--- config.mk ---
export PLATFORM = sky130hd
export DESIGN_NAME = multicycle_controller
export DESIGN_NICKNAME = d
export VERILOG_FILES = /design/src/rtl/multicycle_controller.sv
export SDC_FILE = /design/constraint.sdc
export NUM_CORES = 1
export LEC_CHECK = 0
export ABC_AREA = 1
export BUFFER_PORTS_ARGS = -buffer_cell sky130_fd_sc_hd__buf_2
export CORE_MARGIN = 4
export CORE_UTILIZATION = 35
export DETAILED_ROUTE_END_ITERATION = 8
export GPL_ROUTABILITY_DRIVEN = 0
export PLACE_DENSITY_LB_ADDON = 0.25
export SYNTH_ARGS = -nofsm -noshare
export SYNTH_HDL_FRONTEND = slang
export SYNTH_SLANG_ARGS = --single-unit
--- constraint.sdc ---
create_clock -name clk -period 1.95 [get_ports clk]
set_input_delay 0.195 -clock clk [delete_from_list [all_inputs] [get_ports clk]]
set_output_delay 0.195 -clock clk [all_outputs]
set_load 0.005 [all_outputs]
--- src/rtl/multicycle_controller.sv ---
// rtl/multicycle_controller.sv - multicycle CPU control FSM with memory wait timeout, retire counter, sticky errors.
// Optional bne support is compiled in with MULTICYCLE_CONTROLLER_BNE_EN.
module multicycle_controller #(
  parameter int MAX_WAIT = 15,
  parameter int CNT_W    = 16
) (
  input  logic             clk,
  input  logic             reset,
  input  logic [5:0]       op,
  input  logic [5:0]       funct,
  input  logic             zero,
  input  logic             memready,
  output logic             pcen,
  output logic             memwrite,
  output logic             irwrite,
  output logic             regwrite,
  output logic             alusrca,
  output logic             iord,
  output logic             memtoreg,
  output logic             regdst,
  output logic             zeroext,
  output logic             memreq,
  output logic [1:0]       alusrcb,
  output logic [1:0]       pcsrc,
  output logic [2:0]       alucontrol,
  output logic [3:0]       state,
  output logic [CNT_W-1:0] retired,
  output logic             illegal,
  output logic             memerr
);

  typedef enum logic [3:0] {
    S_FETCH   = 4'd0,  S_DECODE  = 4'd1,  S_MEMADR = 4'd2,  S_MEMRD = 4'd3,
    S_MEMWB   = 4'd4,  S_MEMWR   = 4'd5,  S_RTYPEEX = 4'd6, S_RTYPEWB = 4'd7,
    S_BEQEX   = 4'd8,  S_IMMEX   = 4'd9,  S_IMMWB  = 4'd10, S_JEX   = 4'd11,
    S_BNEEX   = 4'd12, S_ERROR   = 4'd15
  } state_t;

  localparam logic [7:0] WAIT_LAST = 8'(MAX_WAIT - 1);

  state_t           state_q, state_d;
  logic [7:0]       wait_q, wait_d;
  logic [CNT_W-1:0] retired_q, retired_d;
  logic             illegal_q, illegal_d;
  logic             memerr_q, memerr_d;
  logic             timeout;

  assign timeout = (wait_q == WAIT_LAST);

  always_ff @(posedge clk or posedge reset) begin
    if (reset) begin
      state_q   <= S_FETCH;
      wait_q    <= '0;
      retired_q <= '0;
      illegal_q <= 1'b0;
      memerr_q  <= 1'b0;
    end else begin
      state_q   <= state_d;
      wait_q    <= wait_d;
      retired_q <= retired_d;
      illegal_q <= illegal_d;
      memerr_q  <= memerr_d;
    end
  end

  always_comb begin
    state_d    = state_q;
    wait_d     = '0;
    illegal_d  = illegal_q;
    memerr_d   = memerr_q;
    retired_d  = retired_q;
    pcen       = 1'b0;
    memwrite   = 1'b0;
    irwrite    = 1'b0;
    regwrite   = 1'b0;
    alusrca    = 1'b0;
    iord       = 1'b0;
    memtoreg   = 1'b0;
    regdst     = 1'b0;
    zeroext    = 1'b0;
    memreq     = 1'b0;
    alusrcb    = 2'b00;
    pcsrc      = 2'b00;
    alucontrol = 3'b000;

    // Memory states share the wait/timeout handling; the wait counter is zero outside them.
    if (state_q == S_FETCH || state_q == S_MEMRD || state_q == S_MEMWR) begin
      memreq = 1'b1;
      if (!memready) begin
        if (timeout) begin
          state_d  = S_ERROR;
          memerr_d = 1'b1;
        end else begin
          wait_d = wait_q + 8'd1;
        end
      end
    end

    case (state_q)
      S_FETCH: begin
        alusrcb    = 2'b01;
        alucontrol = 3'b010;
        irwrite    = memready;
        pcen       = memready;
        if (memready) state_d = S_DECODE;
      end
      S_DECODE: begin
        alusrcb    = 2'b11;
        alucontrol = 3'b010;
        case (op)
          6'b100011, 6'b101011:                       state_d = S_MEMADR;
          6'b000000:                                  state_d = S_RTYPEEX;
          6'b000100:                                  state_d = S_BEQEX;
          6'b001000, 6'b001100, 6'b001101, 6'b001010: state_d = S_IMMEX;
          6'b000010:                                  state_d = S_JEX;
`ifdef MULTICYCLE_CONTROLLER_BNE_EN
          6'b000101:                                  state_d = S_BNEEX;
`endif
          default: begin
            state_d   = S_ERROR;
            illegal_d = 1'b1;
          end
        endcase
      end
      S_MEMADR: begin
        alusrca    = 1'b1;
        alusrcb    = 2'b10;
        alucontrol = 3'b010;
        state_d    = (op == 6'b101011) ? S_MEMWR : S_MEMRD;
      end
      S_MEMRD: begin
        iord = 1'b1;
        if (memready) state_d = S_MEMWB;
      end
      S_MEMWR: begin
        iord     = 1'b1;
        memwrite = 1'b1;
        if (memready) state_d = S_FETCH;
      end
      S_MEMWB: begin
        regwrite = 1'b1;
        memtoreg = 1'b1;
        state_d  = S_FETCH;
      end
      S_RTYPEEX: begin
        alusrca = 1'b1;
        state_d = S_RTYPEWB;
        case (funct)
          6'b100000: alucontrol = 3'b010;
          6'b100010: alucontrol = 3'b110;
          6'b100100: alucontrol = 3'b000;
          6'b100101: alucontrol = 3'b001;
          6'b101010: alucontrol = 3'b111;
          default: begin
            state_d   = S_ERROR;
            illegal_d = 1'b1;
          end
        endcase
      end
      S_RTYPEWB: begin
        regwrite = 1'b1;
        regdst   = 1'b1;
        state_d  = S_FETCH;
      end
      S_IMMEX: begin
        alusrca = 1'b1;
        alusrcb = 2'b10;
        state_d = S_IMMWB;
        case (op)
          6'b001000: alucontrol = 3'b010;
          6'b001100: begin alucontrol = 3'b000; zeroext = 1'b1; end
          6'b001101: begin alucontrol = 3'b001; zeroext = 1'b1; end
          6'b001010: alucontrol = 3'b111;
          default:   alucontrol = 3'b000;
        endcase
      end
      S_IMMWB: begin
        regwrite = 1'b1;
        state_d  = S_FETCH;
      end
      S_BEQEX: begin
        alusrca    = 1'b1;
        alucontrol = 3'b110;
        pcsrc      = 2'b01;
        pcen       = zero;
        state_d    = S_FETCH;
      end
`ifdef MULTICYCLE_CONTROLLER_BNE_EN
      S_BNEEX: begin
        alusrca    = 1'b1;
        alucontrol = 3'b110;
        pcsrc      = 2'b01;
        pcen       = ~zero;
        state_d    = S_FETCH;
      end
`endif
      S_JEX: begin
        pcsrc   = 2'b10;
        pcen    = 1'b1;
        state_d = S_FETCH;
      end
      S_ERROR: state_d = S_ERROR;
      default: state_d = S_ERROR;
    endcase

    if (state_d == S_FETCH && state_q != S_FETCH) retired_d = retired_q + 1'b1;
  end

  assign state   = state_q;
  assign retired = retired_q;
  assign illegal = illegal_q;
  assign memerr  = memerr_q;

endmodule

==> summary.md, run 1 <==
| Metric | Value |
|---|---|
| Fin cells | 460 |
| Data arrival, critical path | 1640 ps |
| Share of layout cells above drive strength 1 | 28.3% |
| Maxcap violations | 0 |
| GRT Total Usage | 15.4% |
| Peak VDD IR | 1.02 mV |
| Count of final setup violators | 0 |
| Hold Path Class | in2reg |
| Mapped Area | 2210 um2 |
| PwrDens | 1340 nW/um2 |
| Worst skew pair latency | 290 ps |
| Vias per cell | 4.87 |
| Worst path depth | 7 |
| CTS tree | yes |
| Die footprint | 7650 um2 |
| Largest net degree at the start of global routing | 31 |
| Synth area leader | dfrtp_1 |
| Die width | 87.5 um |
| Vias in the first global route | 2160 |
| Post-Synthesis Cells | 315 |
| Netlist cell types | 31 |
| Final Hold Fails | 0 |
| Final min period | 1830 ps |
| DR iter-0 viols | 64 |
| Outcome | complete, no violations |
| Worst Reg-to-Reg Cells | 12 |
| Via count | 2242 |
| Ys flop type | dfrtp_1 |
| Top Ports | 55 |
| Crit-path max FO | 6 |
| WHS Path Cells | 4 |
| Diode count | 0 |
| Die height | 87.5 um |
| Routed Antenna Nets | 0 |
| Sequential-to-total area share from yosys stat | 34.0% |
| CTS clk-pin slew, worst paths | 60 ps |
| Dpl hpwl | 4.27 mm |
| H-Tree Depth | 2 |
| Routed WL | 5.50 mm |
| GRT overflow | 0 |
| CP required | 1750 ps |
| Total power | 0.00374 W |
| Crit start category | register |
| Synth Register Bits | 30 |
| Initial antenna violation count | 0 |
| FMAX | 546 MHz |
| Critical path, cell by cell | inv_1, nand2_1, nor2_4, buf_4, nand4_1, o221ai_1, buf_2 |
| Num CTS Buffers | 5 |
| Port Buf Inserts | 54 |
| CP top delay family | flip-flops |
| Setup CP Type | reg2out |
| Setup Skew | 9.21 ps |
| Core area | 6030 um2 |
| Critical path's slowest cell | dfrtp_2 |
| Root buffer cell | clkbuf_8 |
| Area Overhead vs Synth | 25.8% |
| Share of the synthesized area in the top cell type | 34.0% |
| DRC Markers | 0 |
| Kind of end point of the critical path | output port |
| Syn_nets | 334 |
| Worst relative slew slack | 74.5% |
| Leading post-synthesis cells by cell area | dfrtp_1 34%, nand2_1 13%, nor2_1 9.3%, inv_1 5.8%, nand4_1 5.7% |
| Leakage | 1.51 nW |
| Final Slew Violations | 0 |
| EDFF count, synth | 0 |
| Tcrit/Tclk final | 93.9% |
| Critical path buffers and inverters | 3 |
| Placed Cells | 449 |
| Async set-or-reset flop fraction in the synthesized netlist | 100% |
| First-pass GRT wire length | 9.54 mm |
| Initial core utilization | 36.7% |
| Yosys warning total | 0 |
| Wire per inst | 12.0 um |
| # rows | 28 |
| Clock buffer depth | 2 |
| Clk sinks | 30 |
| Nets | 404 |
| TritonRoute pass-1 iters | 4 |
| Worst-Margin Slew | 383 ps |
| RSZ-0062 raised after global routing | yes |
| Avg Cell Area, Syn | 7.02 um2 |
| Biggest cell delay along the critical path | 460 ps |
## placed cells by master (no fill, tap or decap), types with 2 or more instances in the layout
master,netlist,layout
a21oi_1,5,5
o21ai_0,6,6
buf_2,0,54
clkinv_2,0,2
nor3_1,6,6
and3_1,2,2
nand4_1,20,20
xnor2_1,7,7
nor3b_1,3,3
nor2_8,2,2
buf_6,2,3
clkbuf_8,0,5
xor2_1,8,8
dfrtp_2,0,4
nand3b_1,2,2
buf_4,3,12
nand2_4,2,2
o221ai_1,3,3
nand3_4,2,3
nand2_1,77,74
ha_1,3,3
nand3_1,23,22
nand2_2,5,8
inv_1,34,34
dfrtp_1,30,26
nor2_1,55,51
nor2_2,5,8
## cell usage after synthesis (2+ instances only)
cell / count
a21oi_1: 5
nand2_4: 2
buf_4: 3
o21ai_0: 6
nor2_1: 55
clkbuf_1: 3
nand3_4: 2
nor3_1: 6
inv_1: 34
buf_6: 2
dfrtp_1: 30
xnor2_1: 7
o221ai_1: 3
nor2_8: 2
nand4_1: 20
nor3b_1: 3
nand3_1: 23
xor2_1: 8
nand2_1: 77
ha_1: 3
nand2_2: 5
and3_1: 2
nor2_2: 5
nand3b_1: 2
## report_power, final
| group | total [W] | leakage (nW) | switching, W | internal (W) |
|---|---|---|---|---|
| Sequential | 0.000912 | 0.393 | 0.000173 | 0.000738 |
| Clock | 0.000471 | 0.0438 | 0.000232 | 0.000239 |
| Combinational | 0.00236 | 1.08 | 0.00143 | 0.000929 |
## kinds of logic (layout without fill, tap and decap cells)
family	count (synthesis)	in the layout	synth area share, %
adder cells (fa/ha/maj)	3	3	1.70
AO/OA/AOI/OAI	18	18	5.21
XOR/XNOR	15	15	5.94
flip-flops	30	30	34.0
buffers and inverters	43	112	8.49
AND/OR/NAND/NOR	206	207	44.7
## routing by layer
| metal | vias up | GRT usage (%) | share of wire, % |
|---|---|---|---|
| met2 | 45 | 24.5 | 46 |
| li1 | 1165 | - | - |
| met5 | - | 0 | 0 |
| met4 | 0 | 5.58 | 1.5 |
| met3 | 7 | 3.31 | 5.7 |
| met1 | 1025 | 20.5 | 47 |
## stage by stage
| stage | hold WS [ps] | setup slack (ps) | util, % | area [um2] | TNS, ps |
|---|---|---|---|---|---|
| finish | 290 | 120 | 46.2 | 2780 | 0 |
| global route | 321 | -32.8 | 46.2 | 2780 | -39.0 |
| CTS | 293 | 0.679 | 44.9 | 2710 | 0 |
| detailed placement | 292 | 36.2 | 43.4 | 2620 | 0 |
| global placement | 291 | 49.8 | 43.4 | 2620 | 0 |
| floorplan | 286 | 138 | - | 2210 | 0 |
## state kept, by name (all words and copies together), names as in the netlist
| register | flops |
|---|---|
| illegal | 1 |
| memerr | 1 |
| retired | 16 |
| state | 4 |
| wait_q | 8 |
## worst reg2reg max path: stages, from the launching register on
cell and delay, ps:
dfrtp_2 430, nor2_2 60, buf_4 150, nand2_2 110
nand3_4 110, nand2_1 70, nand2_1 60, a21oi_2 150
nand2_2 110, nor2_8 150, buf_4 170, nand4_1 100
nand2_1 80
## final cells by class
type	count	area, um2
inverters	35	131
multi-input cells	243	1320
repair buffers	70	404
clock inverters	2	10.0
fillers	633	3240
flip-flops and latches	30	756
well taps	75	93.8
clock buffers	5	68.8
## final timing paths
kind,from,slack [ps],end
min in group asynchronous,reset,510,wait_q[7]$_DFF_PP0_
max,state[3]$_DFF_PP0_,120,alucontrol[0]
min,memready,290,memerr$_DFFE_PP0P_
min reg2reg,memerr$_DFFE_PP0P_,460,memerr$_DFFE_PP0P_
max in group asynchronous,reset,1130,state[2]$_DFF_PP0_
max reg2reg,state[3]$_DFF_PP0_,140,retired[11]$_DFFE_PP0P_
## repair_timing
item	4_1_cts	5_1_grt
endpoints found under the setup margin	3	19
cloned	0	1
buffers inserted	0	2
resized for setup	1	16
endpoints found under the hold margin	30	0
pin swaps	0	2
hold buffers	1	0
No activity file was read; power rests on OpenSTA's default activity.
==> run 2: changes to the inputs <==
- PLACE_DENSITY_LB_ADDON: 0.25 -> 0.2
==> run 2 against run 1 <==
Compared with the run above:
- critical endpoint is now alucontrol[1]
- die area stayed put
- combinational power is 5% higher
- cell count increased by 0.87%
- largest cell class unchanged
- non-clock buffer count rose by 3
- cell area is 2.2% higher
- largest power group unchanged
- sequential cell count stayed put
- clock skew fell by 4.4 ps
- clock power up 8.9%
==> summary.md, run 2 (synthesized netlist as in run 1, its figures left out) <==
| Metric | Value |
|---|---|
| Fin cells | 464 |
| Worst-Margin Slew | 401 ps |
| Critical path, cell by cell | buf_4, nor2_2, inv_1, nor2_1, a21oi_1, o221ai_1, buf_2 |
| TritonRoute pass-1 iters | 5 |
| Die footprint | 7650 um2 |
| Die height | 87.5 um |
| Core area | 6030 um2 |
| Crit-path max FO | 5 |
| Setup CP Type | reg2out |
| H-Tree Depth | 2 |
| Metal-1 WL | 2.54 mm |
| GRT Total Usage | 15.3% |
| Placed Cells | 448 |
| Clk sinks | 30 |
| Fill count | 639 |
| Final Hold Fails | 0 |
| Peak VDD IR | 0.673 mV |
| Worst Reg-to-Reg Cells | 12 |
| Final Slew Violations | 0 |
| Outcome | complete, no violations |
| Area Overhead vs Synth | 28.6% |
| Max layer used | met4 |
| Critical path buffers and inverters | 3 |
| Dpl hpwl | 4.31 mm |
| Final setup TNS | 0 ps |
| Via count | 2268 |
| Nets | 407 |
| Initial core utilization | 36.7% |
| Die width | 87.5 um |
| Num CTS Buffers | 5 |
| RSZ-0062 raised after global routing | yes |
| Biggest cell delay along the critical path | 450 ps |
| Routed WL | 5.62 mm |
| GRT overflow | 0 |
| Register area | 756 um2 |
| Worst skew pair latency | 290 ps |
| WHS Path Cells | 4 |
| Hold Path Class | in2reg |
| Count of final setup violators | 0 |
| Root buffer cell | clkbuf_8 |
| Data arrival, critical path | 1660 ps |
| Most frequent cells in the layout | 73 x nand2_1, 54 x buf_2, 51 x nor2_1 |
| Clock buffer depth | 2 |
| Routed wl met3 | 327 um |
| PwrDens | 1370 nW/um2 |
| Diode count | 0 |
| First-pass GRT wire length | 9.40 mm |
| Final min period | 1860 ps |
| Share of layout cells above drive strength 1 | 29.8% |
| Setup Skew | 4.78 ps |
| Largest register FFs | 16 |
| DRC Markers | 0 |
| Initial antenna violation count | 0 |
| Maxcap violations | 0 |
| Leakage | 1.54 nW |
| Wire per inst | 12.1 um |
| Post-layout util | 47.2% |
| CTS clk-pin slew, worst paths | 60 ps |
| Largest net degree at the start of global routing | 31 |
| DR iter-0 viols | 90 |
| Met2 Routed Length | 2.67 mm |
| Worst relative slew slack | 73.0% |
| CP top delay family | flip-flops |
| Vias in the first global route | 2113 |
| FMAX | 538 MHz |
| Kind of end point of the critical path | output port |
| Worst path depth | 7 |
| Vias per cell | 4.89 |
| CTS tree | yes |
| Most common cell after layout, fill and taps aside | nand2_1 |
| Port Buf Inserts | 54 |
| # rows | 28 |
| Top Ports | 55 |
| Critical path's slowest cell | dfrtp_2 |
| Multi-input logic area | 1340 um2 |
| Routed Antenna Nets | 0 |
| Flop2flop setup slack | 120 ps |
| Crit start category | register |
| Tcrit/Tclk final | 95.3% |
| CP required | 1750 ps |
| Total power | 0.00389 W |
[run 2: report_power, final]
part	internal, W	leakage [nW]	switching, W
Sequential	0.000739	0.393	0.000176
Combinational	0.00100	1.10	0.00146
Clock	0.000284	0.0482	0.000229
[run 2: layer usage]
metal  track usage, %  vias up
li1                 -     1167
met1             20.9     1039
met2             24.0       54
met3             3.03        8
met4             5.44        0
met5                0        -
[run 2: final timing paths]
check	from	end
worst max-delay path	state[0]$_DFF_PP0_	alucontrol[1]
worst min-delay path	memready	memerr$_DFFE_PP0P_
worst max register to register	state[0]$_DFF_PP0_	retired[5]$_DFFE_PP0P_
worst min register to register	memerr$_DFFE_PP0P_	memerr$_DFFE_PP0P_
max in group asynchronous	reset	state[1]$_DFF_PP0_
min in group asynchronous	reset	retired[10]$_DFFE_PP0P_
[run 2: area by class of cell]
| type | count | area share (%) |
|---|---|---|
| inverter | 35 | 4.62 |
| clock inverter | 1 | 0.176 |
| timing repair buffer | 73 | 15.3 |
| sequential | 30 | 26.6 |
| tap | 75 | 3.30 |
| multi-input combinational | 243 | 47.0 |
| clock buffer | 7 | 3.04 |
[run 2: worst min-delay path, cell delays in order]
cell,delay (ps)
buf_2,100
inv_1,90
nand3_2,90
nand2_1,40
[run 2: per-stage QoR]
stage	hold WS (ps)	cell area (um2)	setup slack (ps)
after floorplan	286	2210	138
after global placement	293	2620	-15.2
after detailed placement	296	2620	-40.8
after CTS	277	2730	3.56
after global routing	317	2840	-24.7
final	278	2840	91.6
[run 2: timing repair]
item,CTS,global route
hold buffers,1,0
cloned,0,1
gates resized for setup,2,20
endpoints found under the hold margin,30,0
endpoints found under the setup margin,19,21
buffers inserted,0,6
pin swaps,0,4
==> run 3: changes to the inputs <==
- CORE_ASPECT_RATIO: unset -> 1.25
==> run 3 against run 2 <==
Compared with the run above:
- die area is essentially flat
- largest power group unchanged
- clock-buffer cell count shrank 1
- hold slack gained 66 ps
- power grew 4.5%
==> summary.md, run 3 (synthesized netlist as in run 1, its figures left out) <==
| Metric | Value |
|---|---|
| Die height | 96.9 um |
| Via count | 2306 |
| Final setup TNS | 0 ps |
| Sw frac | 48.2% |
| Multi-input logic area | 1380 um2 |
| NetSw | 0.00196 W |
| H-Tree Depth | 2 |
| CTS clk-pin slew, worst paths | 70 ps |
| Vias per cell | 4.79 |
| Top Ports | 55 |
| PwrDens | 1380 nW/um2 |
| Pint | 0.00210 W |
| Worst skew pair latency | 280 ps |
| Setup CP Type | reg2reg |
| Num CTS Buffers | 5 |
| Routed WL | 5.91 mm |
| Outcome | complete, no violations |
| Initial core utilization | 35.9% |
| Area Overhead vs Synth | 33.5% |
| First-pass GRT wire length | 9.65 mm |
| Wire per inst | 12.3 um |
| DRC Markers | 0 |
| Count of final setup violators | 0 |
| DR iter-0 viols | 78 |
| Dpl hpwl | 4.48 mm |
| Routed Antenna Nets | 0 |
| Share of layout cells above drive strength 1 | 34.1% |
| Post-layout util | 47.9% |
| Die width | 79.1 um |
| Routed wl met3 | 324 um |
| Fill count | 651 |
| Die footprint | 7660 um2 |
| Initial antenna violation count | 0 |
| Fin Hold WS | 344 ps |
| Nets | 414 |
| Maxcap violations | 0 |
| Worst setup margin | 76.6 ps |
| Core area | 6170 um2 |
| Port Buf Inserts | 54 |
| TritonRoute pass-1 iters | 4 |
| Metal-1 WL | 2.54 mm |
| Final min period | 1870 ps |
| Data arrival, critical path | 2050 ps |
| Tcrit/Tclk final | 96.1% |
| Pre-CTS setup slack | -86.5 ps |
| Reg power frac | 22.9% |
| Register area | 754 um2 |
| Largest register FFs | 16 |
| Leakage | 1.58 nW |
| Hold Path Class | in2reg |
| Most common cell after layout, fill and taps aside | nand2_1 |
| Peak VDD IR | 0.606 mV |
| Clk pwr share | 13.0% |
| Setup Skew | 9.14 ps |
| Largest net degree at the start of global routing | 31 |
| Met2 Routed Length | 2.97 mm |
| # rows | 32 |
| Clk sinks | 30 |
| Comb pwr share | 64.1% |
| Diode count | 0 |
| Root buffer cell | clkbuf_8 |
| Worst-Margin Slew | 389 ps |
| Crit start category | register |
| Crit-path max FO | 8 |
| GRT overflow | 0 |
| FMAX | 534 MHz |
| GRT Total Usage | 15.3% |
| Kind of end point of the critical path | register |
| RSZ-0062 raised after global routing | yes |
| CP required | 2120 ps |
| Worst relative slew slack | 74.1% |
| Max layer used | met4 |
| CTS tree | yes |
| Most frequent cells in the layout | 66 x nand2_1, 54 x buf_2, 49 x nor2_1 |
| Final Hold Fails | 0 |
| Clock buffer depth | 2 |
| Vias in the first global route | 2209 |
| Final Slew Violations | 0 |
==> run 3: cell types whose count changed in the layout (fill, tap and decap cells not counted), sizes merged <==
| cell | delta |
|---|---|
| clkbuf | -1 |
| buf | +7 |
| clkinvlp | +1 |
==> run 3: area by class of cell <==
type / count / share of cell area [%]
Clock buffer: 6 / 2.80
Clock inverter: 2 / 0.424
Inverter: 35 / 4.45
Multi-Input combinational cell: 243 / 46.8
Sequential cell: 30 / 25.6
Tap cell: 85 / 3.60
Timing Repair Buffer: 80 / 16.4
==> run 3: worst max-delay path: stages (launching register included) <==
cell and delay, ps:
dfrtp_1 430, buf_4 160, buf_4 130, nand2_4 70, nor2_4 50, nand3_1 80
nand3b_1 110, nor2_2 160, nand2_4 80, nor2_8 160, nand3_4 170, nand2_2 120
nand2_2 50
==> run 3: worst paths after layout <==
path	endpoint	cells past startpoint	slack [ps]	startpoint
max	retired[9]$_DFFE_PP0P_	12	80	state[0]$_DFF_PP0_
min reg2reg	memerr$_DFFE_PP0P_	2	460	memerr$_DFFE_PP0P_
max reg2reg	retired[9]$_DFFE_PP0P_	12	80	state[0]$_DFF_PP0_
min	state[2]$_DFF_PP0_	5	340	memready
min in group asynchronous	wait_q[3]$_DFF_PP0_	4	530	reset
max in group asynchronous	state[1]$_DFF_PP0_	4	1110	reset
==> run 3: stage by stage <==
step / area (um2) / cells / total power [W]
after floorplan: 2210 / 315 / 0.00241
after global placement: 2670 / 465 / 0.00305
after detailed placement: 2670 / 465 / 0.00306
after CTS: 2810 / 476 / 0.00370
after global routing: 2950 / 481 / 0.00437
final: 2950 / 481 / 0.00407
==> run 3: timing repair <==
item / in CTS / in global routing
endpoints found under the setup margin: 18 / 19
hold endpoints to repair: 25 / 0
pin swaps: 2 / 10
setup buffers: 2 / 4
hold buffers: 1 / 0
gates resized for setup: 6 / 33
cloned: 0 / 1
==> run 3: metal layers <==
metal / vias to the layer above / global-route usage (%)
li1: 1188 / -
met5: - / 0
met4: 0 / 4.50
met1: 1042 / 18.1
met2: 70 / 27.6
met3: 6 / 2.98
==> run 3: power by group through the flow <==
stage	registers (W)	clock network, W	logic (W)
after floorplan	0.000865	0	0.00155
after global placement	0.000921	0	0.00213
after detailed placement	0.000919	0	0.00214
after CTS	0.000915	0.000544	0.00224
after global routing	0.000954	0.000571	0.00285
final	0.000930	0.000528	0.00261
